**src/rtl/game_sequencer.sv**
```systemverilog
// game_sequencer: IDLE/PLAY/DEAD sequencer for a one-pipe scrolling game.
// The bird is steered by a pitch-derived target level, or falls when there is
// no valid pitch. All motion happens only on frame ticks while in PLAY.
module game_sequencer #(
  parameter int SCREEN_WIDTH  = 640,
  parameter int SCREEN_HEIGHT = 480,
  parameter int PIPE_WIDTH    = 50,
  parameter int PIPE_GAP      = 100,
  parameter int BIRD_X        = 500,
  parameter int BIRD_SIZE     = 20,
  parameter int PIPE_SPEED    = 4,
  parameter int GAP_MIN       = 40,
  parameter int DEAD_HOLD     = 60
) (
  input  logic       clk,
  input  logic       reset,
  input  logic       tick,
  input  logic       start_button,
  input  logic       pitch_valid,
  input  logic [9:0] pitch_level,
  output logic [9:0] bird_y,
  output logic [9:0] pipe_x,
  output logic [9:0] pipe_y_top,
  output logic [9:0] pipe_y_bot,
  output logic [7:0] score,
  output logic       collision_out,
  output logic [1:0] state
);

  typedef enum logic [1:0] {IDLE = 2'b00, PLAY = 2'b01, DEAD = 2'b10} st_t;

  // 11-bit constants so sums like pipe_x + PIPE_WIDTH never wrap
  localparam logic [10:0] FLOOR   = 11'(SCREEN_HEIGHT - BIRD_SIZE);
  localparam logic [10:0] BIRD_Y0 = 11'd230;
  localparam logic [10:0] PIPE_X0 = 11'(SCREEN_WIDTH);
  localparam logic [10:0] TOP0    = 11'd190;
  localparam logic [10:0] BOT0    = 11'(190 + PIPE_GAP);
  localparam logic [10:0] BX_LO   = 11'(BIRD_X);
  localparam logic [10:0] BX_HI   = 11'(BIRD_X + BIRD_SIZE);
  localparam logic [10:0] PW      = 11'(PIPE_WIDTH);
  localparam logic [10:0] BS      = 11'(BIRD_SIZE);
  localparam logic [10:0] SPD     = 11'(PIPE_SPEED);
  localparam logic [10:0] GMIN    = 11'(GAP_MIN);
  localparam logic [10:0] GAP     = 11'(PIPE_GAP);
  localparam logic [10:0] STEP    = 11'd4;
  localparam logic [10:0] FALL    = 11'd2;
  localparam int          DW      = $clog2(DEAD_HOLD + 1);
  localparam logic [DW-1:0] DLAST = DW'(DEAD_HOLD - 1);

  st_t           st;
  logic          btn_q;
  logic [7:0]    lfsr;
  logic [DW-1:0] dead_cnt;

  logic [10:0] by, px, pt, pb, tgt;
  logic [10:0] by_nxt, px_nxt, pt_nxt, pb_nxt;
  logic        hit_x, hit_y, collide, wrap, start_edge, lfsr_fb;
  logic        unused;

  assign start_edge = start_button & ~btn_q;
  assign lfsr_fb    = lfsr[7] ^ lfsr[5] ^ lfsr[4] ^ lfsr[3];
  assign state      = st;

  // Collision test and next-position arithmetic on the registered positions
  always_comb begin
    by = {1'b0, bird_y};
    px = {1'b0, pipe_x};
    pt = {1'b0, pipe_y_top};
    pb = {1'b0, pipe_y_bot};

    hit_x   = (px < BX_HI) && (BX_LO < px + PW);
    hit_y   = (by < pt) || (by + BS > pb);
    collide = (hit_x && hit_y) || (by == FLOOR);

    // the pitch target is clamped so the bird can never be steered below the floor
    tgt = ({1'b0, pitch_level} > FLOOR) ? FLOOR : {1'b0, pitch_level};
    if (!pitch_valid)
      by_nxt = (by + FALL > FLOOR) ? FLOOR : by + FALL;
    else if (tgt > by)
      by_nxt = (tgt - by > STEP) ? by + STEP : tgt;
    else
      by_nxt = (by - tgt > STEP) ? by - STEP : tgt;

    wrap   = (px < SPD);
    px_nxt = wrap ? PIPE_X0 : px - SPD;
    pt_nxt = GMIN + {3'b000, lfsr};
    pb_nxt = pt_nxt + GAP;
  end

  assign unused = ^{by_nxt[10], px_nxt[10], pt_nxt[10], pb_nxt[10]};

  // Free-running gap generator and start-button edge register
  always_ff @(posedge clk or negedge reset) begin
    if (!reset) begin
      lfsr  <= 8'hA5;
      btn_q <= 1'b0;
    end else begin
      lfsr  <= {lfsr[6:0], lfsr_fb};
      btn_q <= start_button;
    end
  end

  // Game FSM with all positions, score and collision flag registered
  always_ff @(posedge clk or negedge reset) begin
    if (!reset) begin
      st            <= IDLE;
      bird_y        <= BIRD_Y0[9:0];
      pipe_x        <= PIPE_X0[9:0];
      pipe_y_top    <= TOP0[9:0];
      pipe_y_bot    <= BOT0[9:0];
      score         <= 8'd0;
      collision_out <= 1'b0;
      dead_cnt      <= '0;
    end else begin
      case (st)
        IDLE: begin
          collision_out <= 1'b0;
          // a tick on the same clock as the start edge does not move anything
          if (start_edge) begin
            st     <= PLAY;
            bird_y <= BIRD_Y0[9:0];
            pipe_x <= PIPE_X0[9:0];
            score  <= 8'd0;
          end
        end
        PLAY: begin
          if (collide) begin
            st            <= DEAD;
            collision_out <= 1'b1;
            dead_cnt      <= '0;
          end else if (tick) begin
            bird_y <= by_nxt[9:0];
            pipe_x <= px_nxt[9:0];
            if (wrap) begin
              pipe_y_top <= pt_nxt[9:0];
              pipe_y_bot <= pb_nxt[9:0];
              if (score != 8'hFF) score <= score + 8'd1;
            end
          end
        end
        DEAD: begin
          if (tick) begin
            if (dead_cnt == DLAST) begin
              st            <= IDLE;
              collision_out <= 1'b0;
              dead_cnt      <= '0;
            end else begin
              dead_cnt <= dead_cnt + 1'b1;
            end
          end
        end
        default: st <= IDLE;
      endcase
    end
  end

endmodule

```
**config.mk**
```make
export PLATFORM = sky130hd
export DESIGN_NAME = game_sequencer
export DESIGN_NICKNAME = d
export VERILOG_FILES = /design/src/rtl/game_sequencer.sv
export SDC_FILE = /design/constraint.sdc
export NUM_CORES = 1
export LEC_CHECK = 0
export BUFFER_PORTS_ARGS = -buffer_cell sky130_fd_sc_hd__buf_2
export CAP_MARGIN = 10
export CORE_AREA = 2 2 136 138
export CTS_BUF_LIST = sky130_fd_sc_hd__clkbuf_8
export DETAILED_ROUTE_END_ITERATION = 7
export DIE_AREA = 0 0 138 140
export PLACE_DENSITY = 0.47
export SKIP_CTS_REPAIR_TIMING = 1
export SLEW_MARGIN = 20
export SYNTH_ARGS = -nofsm -noshare
export SYNTH_HDL_FRONTEND = slang
export SYNTH_SLANG_ARGS = --single-unit
```
**constraint.sdc**
```tcl
create_clock -name clk -period 3.8 [get_ports clk]
set_clock_uncertainty 0.05 [all_clocks]
set_input_delay 0 -clock clk [delete_from_list [all_inputs] [get_ports clk]]
set_output_delay 0 -clock clk [all_outputs]
set_load 0.01 [all_outputs]
```
# Yosys cells after proc, flatten, opt, wreduce, memory -nomap -nowiden
# Cells that the tools add are included.
[totals]
reg_bits = 66
out_inout_bits = 51
[classes]
n_addsub = 12
n_lt_le_gt_ge = 10
eq_ne = 13
mux = 34
bitwise = 6
reduce_logical = 14
[ops]
columns = ["operator", "count"]
rows = [
  ["$mux 10", 13],
  ["$mux 8", 5],
  ["$pmux 10 s2", 2],
  ["$gt 11x3->1 const B", 2],
  ["$sub 10x10->11", 2],
  ["$sub 10x3->10 const B", 2],
  ["$mux 6", 3],
  ["$ne 2x2->1 const B", 8],
  ["$pmux 8 s2", 1],
  ["$reduce_and 4->1", 4],
  ["$pmux 6 s2", 1],
  ["$add 10x2->11 const B", 1],
  ["$add 10x5->11 const B", 1],
  ["$add 10x6->11 const B", 1],
  ["$gt 11x10->1", 1],
  ["$gt 11x9->1 const B", 1],
  ["$lt 9x11->1 const A", 1],
  ["$add 10x3->10 const B", 1],
  ["$add 9x7->10 const B", 1],
  ["$eq 10x9->1 const B", 1],
  ["$gt 10x10->1", 1],
  ["$gt 10x9->1 const B", 1],
  ["$lt 10x10->1", 1],
  ["$lt 10x10->1 const B", 1],
  ["22 further kinds", 33],
]

# Depth between registers and ports, before layout
[logic_depth]
ltp_word = 10
depth_mapped = 16
ltp_nobuf = 16

# Worst setup path before layout
# No wires, ideal clock.
[synth_timing]
kind = "register -> register"
from = "register bird_y[6]"
to = "register pipe_y_bot[9]"
setup_ps = 110
arrival_time_ps = 3388
setup_slack_ps = 252
path_stages_with_launch = 15
period_less_slack_ps = 3548
path_cell_list = "dfstp_2 > clkbuf_1 > nand4_1 > nor2_1 > xnor2_1 > ha_1 > a211oi_1 > nand2_1 > o311ai_0 > a311oi_1 > nor2_1 > buf_4 > nand2_2 > buf_2 > o41ai_1"
[synth_between]
elab_chain_len = 7
word_cells_on_any_way = 9
classes_between = "add/sub (1); order compare (2); eq/ne (1); bitwise (1); reduce/logical (4)"
[synth_lines]
columns = ["element", "line", "text"]
rows = [
  ["start, declared", "21", "output logic [9:0] bird_y,"],
  ["start signal, assigned", "107", "bird_y <= BIRD_Y0[9:0];"],
  ["start signal, assigned", "121", "bird_y <= BIRD_Y0[9:0];"],
  ["start signal, assigned", "132", "bird_y <= by_nxt[9:0];"],
  ["$add 10x5->11", "72", "hit_y = (by < pt) || (by + BS > pb);"],
  ["$gt 11x10->1", "72", ""],
  ["$logic_or 1x1->1", "72", ""],
  ["$logic_and 1x1->1", "73", "collide = (hit_x && hit_y) || (by == FLOOR);"],
  ["$logic_or 1x1->1 *", "73", ""],
  ["$not 1->1 (no line) *", "n/a", ""],
  ["$reduce_and 4->1 (no line) *", "n/a", ""],
  ["end signal, assigned", "110", "pipe_y_bot <= BOT0[9:0];"],
  ["end signal, assigned", "136", "pipe_y_bot <= pb_nxt[9:0];"],
  ["end, declared", "24", "output logic [9:0] pipe_y_bot,"],
]
# Every way passes the cells marked *; elsewhere a longest branch is shown, timed or not.
# A chain may end at the register's enable or synchronous reset.

# Worst setup path after layout
[layout_timing]
from = "register bird_y[3]"
to = "register dead_cnt[3]"
[layout_between]
elab_chain_len = 7
word_cells_on_any_way = 9
classes_between = "add/sub (1); order compare (2); eq/ne (2); reduce/logical (4)"
[layout_lines]
columns = ["element", "line", "text"]
rows = [
  ["$add 10x5->11", "72", ""],
  ["$gt 11x10->1", "72", ""],
  ["$logic_or 1x1->1", "72", ""],
  ["$logic_and 1x1->1", "73", ""],
  ["$logic_or 1x1->1 *", "73", ""],
  ["$ne 2x2->1 (no line) *", "n/a", ""],
  ["$reduce_and 3->1 (no line) *", "n/a", ""],
  ["end signal, assigned", "148", "dead_cnt <= dead_cnt + 1'b1;"],
  ["end, declared", "53", "logic [DW-1:0] dead_cnt;"],
]
# Marks and branches as above.

==> flow_metrics.env <==
export IMPL_status="completed"
export IMPL_max_freq_mhz=275
export IMPL_cpPeakStageDelay_ps=440
export IMPL_synth_top_family_by_area="compound AO/OA/AOI/OAI gates"
export IMPL_ys_flop_type="dfrtp_1"
export IMPL_worst_slack_ps=160
export IMPL_hpwl_um=12700
export IMPL_yosysSeqAreaShare_pct=29.6
export IMPL_synth_area_um2=5250
export IMPL_finalSetupViolCount=0
export IMPL_synthesis_instances=634
export IMPL_path_class="flop to flop"
export IMPL_regToRegStartpoint="bird_y[3]$_DFFE_PN0P_"
export IMPL_synth_commonest_cells="nand2_1, inv_1, o21ai_0"
export IMPL_syn_avg_cell_area_um2=8.27
export IMPL_yosysTopAreaCellShare_pct=20.0
export IMPL_worst_ir_drop_vdd_v=0.000211
export IMPL_syn_to_final_growth_pct=19.5
export IMPL_final_nets=785
export IMPL_crit_slowest_cell="dfrtp_1"
export IMPL_start_kind="flop"
export IMPL_crit_fanout=7
export IMPL_clock_latency_ps=360
export IMPL_grt_usage_pct=16.6
export IMPL_synth_top_cells_by_area="dfrtp_1, ha_1, dfstp_2"
export IMPL_n_fill_cell=1901
export IMPL_register_area_um2=1550
export IMPL_clock_sinks=61
export IMPL_cts_inserted_buffers=9
export IMPL_first_pass_iters=5
export IMPL_reg2reg_to="dead_cnt[3]$_DFFE_PN0P_"
export IMPL_drive_above_1_share_pct=23.0
export IMPL_endpoint_kind="flop"
export IMPL_vias=5048
export IMPL_synthMuxAreaShare_pct=2.10
export IMPL_num_io_pins=66
export IMPL_port_buffer_count=62
export IMPL_routed_wl_um=16300
export IMPL_tightestPinTransition_ps=704
export IMPL_post_route_util_pct=35.2
export IMPL_routedWlPerCell_um=17.1
export IMPL_fin_cells=956
export IMPL_power_density_nw_per_um2=672
export IMPL_cpLargestDelayFamily="compound AO/OA/AOI/OAI gates"
export IMPL_place_ws_ps=-53.1
export IMPL_worst_path_buf_inv=1
export IMPL_drtAntennaViolNets=0
export IMPL_ys_ff_latch=61
export IMPL_ff2ff_path_depth=15
export IMPL_antenna_found_initial=0
export IMPL_clk_pin_slew_ps=80
export IMPL_required_ps=3990
export IMPL_dieArea_um2=19300
export IMPL_overflow=0
export IMPL_rsz0062_at_grt="false"
export IMPL_grt_max_degree=33
export IMPL_synthArstFlopShare_pct=100
export IMPL_yosysWarnings=0
export IMPL_drv_cap=0
export IMPL_final_hold_viol_count=0
export IMPL_synthSimpleGateAreaFrac_pct=21.4
export IMPL_synth_distinct_cells=82
export IMPL_critPathCapture="dead_cnt[3]$_DFFE_PN0P_"
export IMPL_diodes=0
export IMPL_synth_compound_area_share_pct=23.1
export IMPL_tns_ps=0
export IMPL_post_route_min_period_ps=3640
export IMPL_r2r_slack_ps=160
export IMPL_min_path_type="input port to flop"
export IMPL_initialDrtViolationCount=270
export IMPL_slew_violations=0
export IMPL_cp_depth=15
export IMPL_synth_adder_area_share_pct=11.6
export IMPL_max_slew_margin_pct=53.1
export IMPL_grt_pass1_vias=4841
export IMPL_fin_crit_sh_pct=95.8
export IMPL_crit_arrival_ps=3830
export IMPL_synth_most_common_cell="nand2_1"
export IMPL_crit_start="bird_y[3]$_DFFE_PN0P_"
export IMPL_drc_errors=0
export IMPL_leakagePower_nw=2.92
export IMPL_die_y_um=140
export IMPL_place_inst=934
export IMPL_core_um2=17800
export IMPL_gp_congestion=0.852
export IMPL_clockBufferDepth=2
export IMPL_synth_top_area_cell="dfrtp_1"
export IMPL_num_rows=49
export IMPL_synth_xor_area_share_pct=5.34
export IMPL_htree_num_levels=3
export IMPL_synth_edf_count=0
export IMPL_multi_input_area_um2=3390
export IMPL_die_width_um=138
export IMPL_routed_via_density=5.28
export IMPL_min_path_cells=4
export IMPL_cp_cell_sequence="ha_1 -> o21ai_0 -> nor2_1 -> xnor2_1 -> ha_1 -> o21ai_0 -> o21bai_1 -> o311ai_2 -> buf_4 -> a311o_1 -> nand2_1 -> nand2_1 -> nand2_1 -> o21ai_0 -> a22o_1"
export IMPL_whs_ps=25.1
export IMPL_cts_tree="built"
export IMPL_start_util_pct=29.5
export IMPL_grt_first_pass_wirelength_um=26000
export IMPL_clock_root_buffer="clkbuf_8"
[worst min-delay path by stage]
stage / startpoint / slack, ps / endpoint
floorplan: reset / -350 / bird_y[0]$_DFFE_PN0P_
global placement: reset / 40 / dead_cnt[4]$_DFFE_PN0P_
detailed placement: reset / 50 / dead_cnt[4]$_DFFE_PN0P_
CTS: reset / -330 / lfsr[3]$_DFF_PN0_
global route: pitch_level[0] / 50 / bird_y[0]$_DFFE_PN0P_
finish: pitch_level[0] / 30 / bird_y[0]$_DFFE_PN0P_
[routing by layer]
layer | share of wire (%) | wire length [um] | GRT usage [%]
met1 | 46 | 7540 | 22.0
met2 | 48 | 7780 | 27.7
met3 | 4.0 | 646 | 2.74
met4 | 2.1 | 345 | 5.26
met5 | 0 | 0 | 0
[worst reg2reg max path, cell delays in order (launching register included)]
cell      delay [ps]
dfrtp_1          440
ha_1             220
o21ai_0          390
nor2_1           120
xnor2_1          160
ha_1             330
o21ai_0           80
o21bai_1         170
o311ai_2         140
buf_4            160
a311o_1          390
nand2_1          120
nand2_1          120
nand2_1          240
o21ai_0          140
a22o_1           250
[final cells by class]
type / count / share of cell area [%]
clock buffers: 11 / 2.42
multi-input cells: 492 / 54.1
flip-flops and latches: 61 / 24.7
clock inverters: 5 / 0.918
inverters: 56 / 3.35
repair buffers: 102 / 9.90
well taps: 229 / 4.57
[logic make-up (layout without fill, tap and decap cells)]
group           Yosys count  in the layout
simple gates            219            219
compound gates          178            178
buf+inv                  84            174
flops                    61             61
fa+ha+maj                48             48
xor+xnor                 32             32
mux                      10             10
other cells               2              5
[where the power goes]
part	internal [mW]	switching [mW]
Clock	0.340	0.281
Sequential	0.805	0.178
Combinational	1.07	1.53
Total	2.21	1.99
[stage by stage]
stage	power [mW]	area, um^2
6_report	4.21	6270
4_1_cts	4.15	6170
5_1_grt	4.57	6270
3_5_place_dp	3.50	5960
2_1_floorplan	2.66	5260
3_3_place_gp	3.46	5960
[sequential cells by signal, indices dropped and copies added (netlist names)]
name / cells
bird_y: 10
btn_q: 1
collision_out: 1
dead_cnt: 6
lfsr: 8
pipe_x: 8
pipe_y_bot: 10
pipe_y_top: 7
score: 8
state: 2
[placed cells by master (no fill, tap or decap), types with 5 or more instances in the layout]
cell,n
buf_2,62
nand2_1,57
inv_1,54
o21ai_0,51
ha_1,46
dfrtp_1,42
nor2_1,41
buf_4,36
a21oi_1,35
nand3_1,24
xnor2_1,20
dfstp_2,19
nand4_1,15
nor3_1,14
xor2_1,12
clkbuf_8,11
nand2b_1,10
a211oi_1,9
and3_1,9
o211ai_1,8
mux2_2,8
or3_1,8
a21o_1,7
a31oi_1,6
nor2b_1,5
o21bai_1,5
conb_1,5
Power figures use the tool's default switching activity.
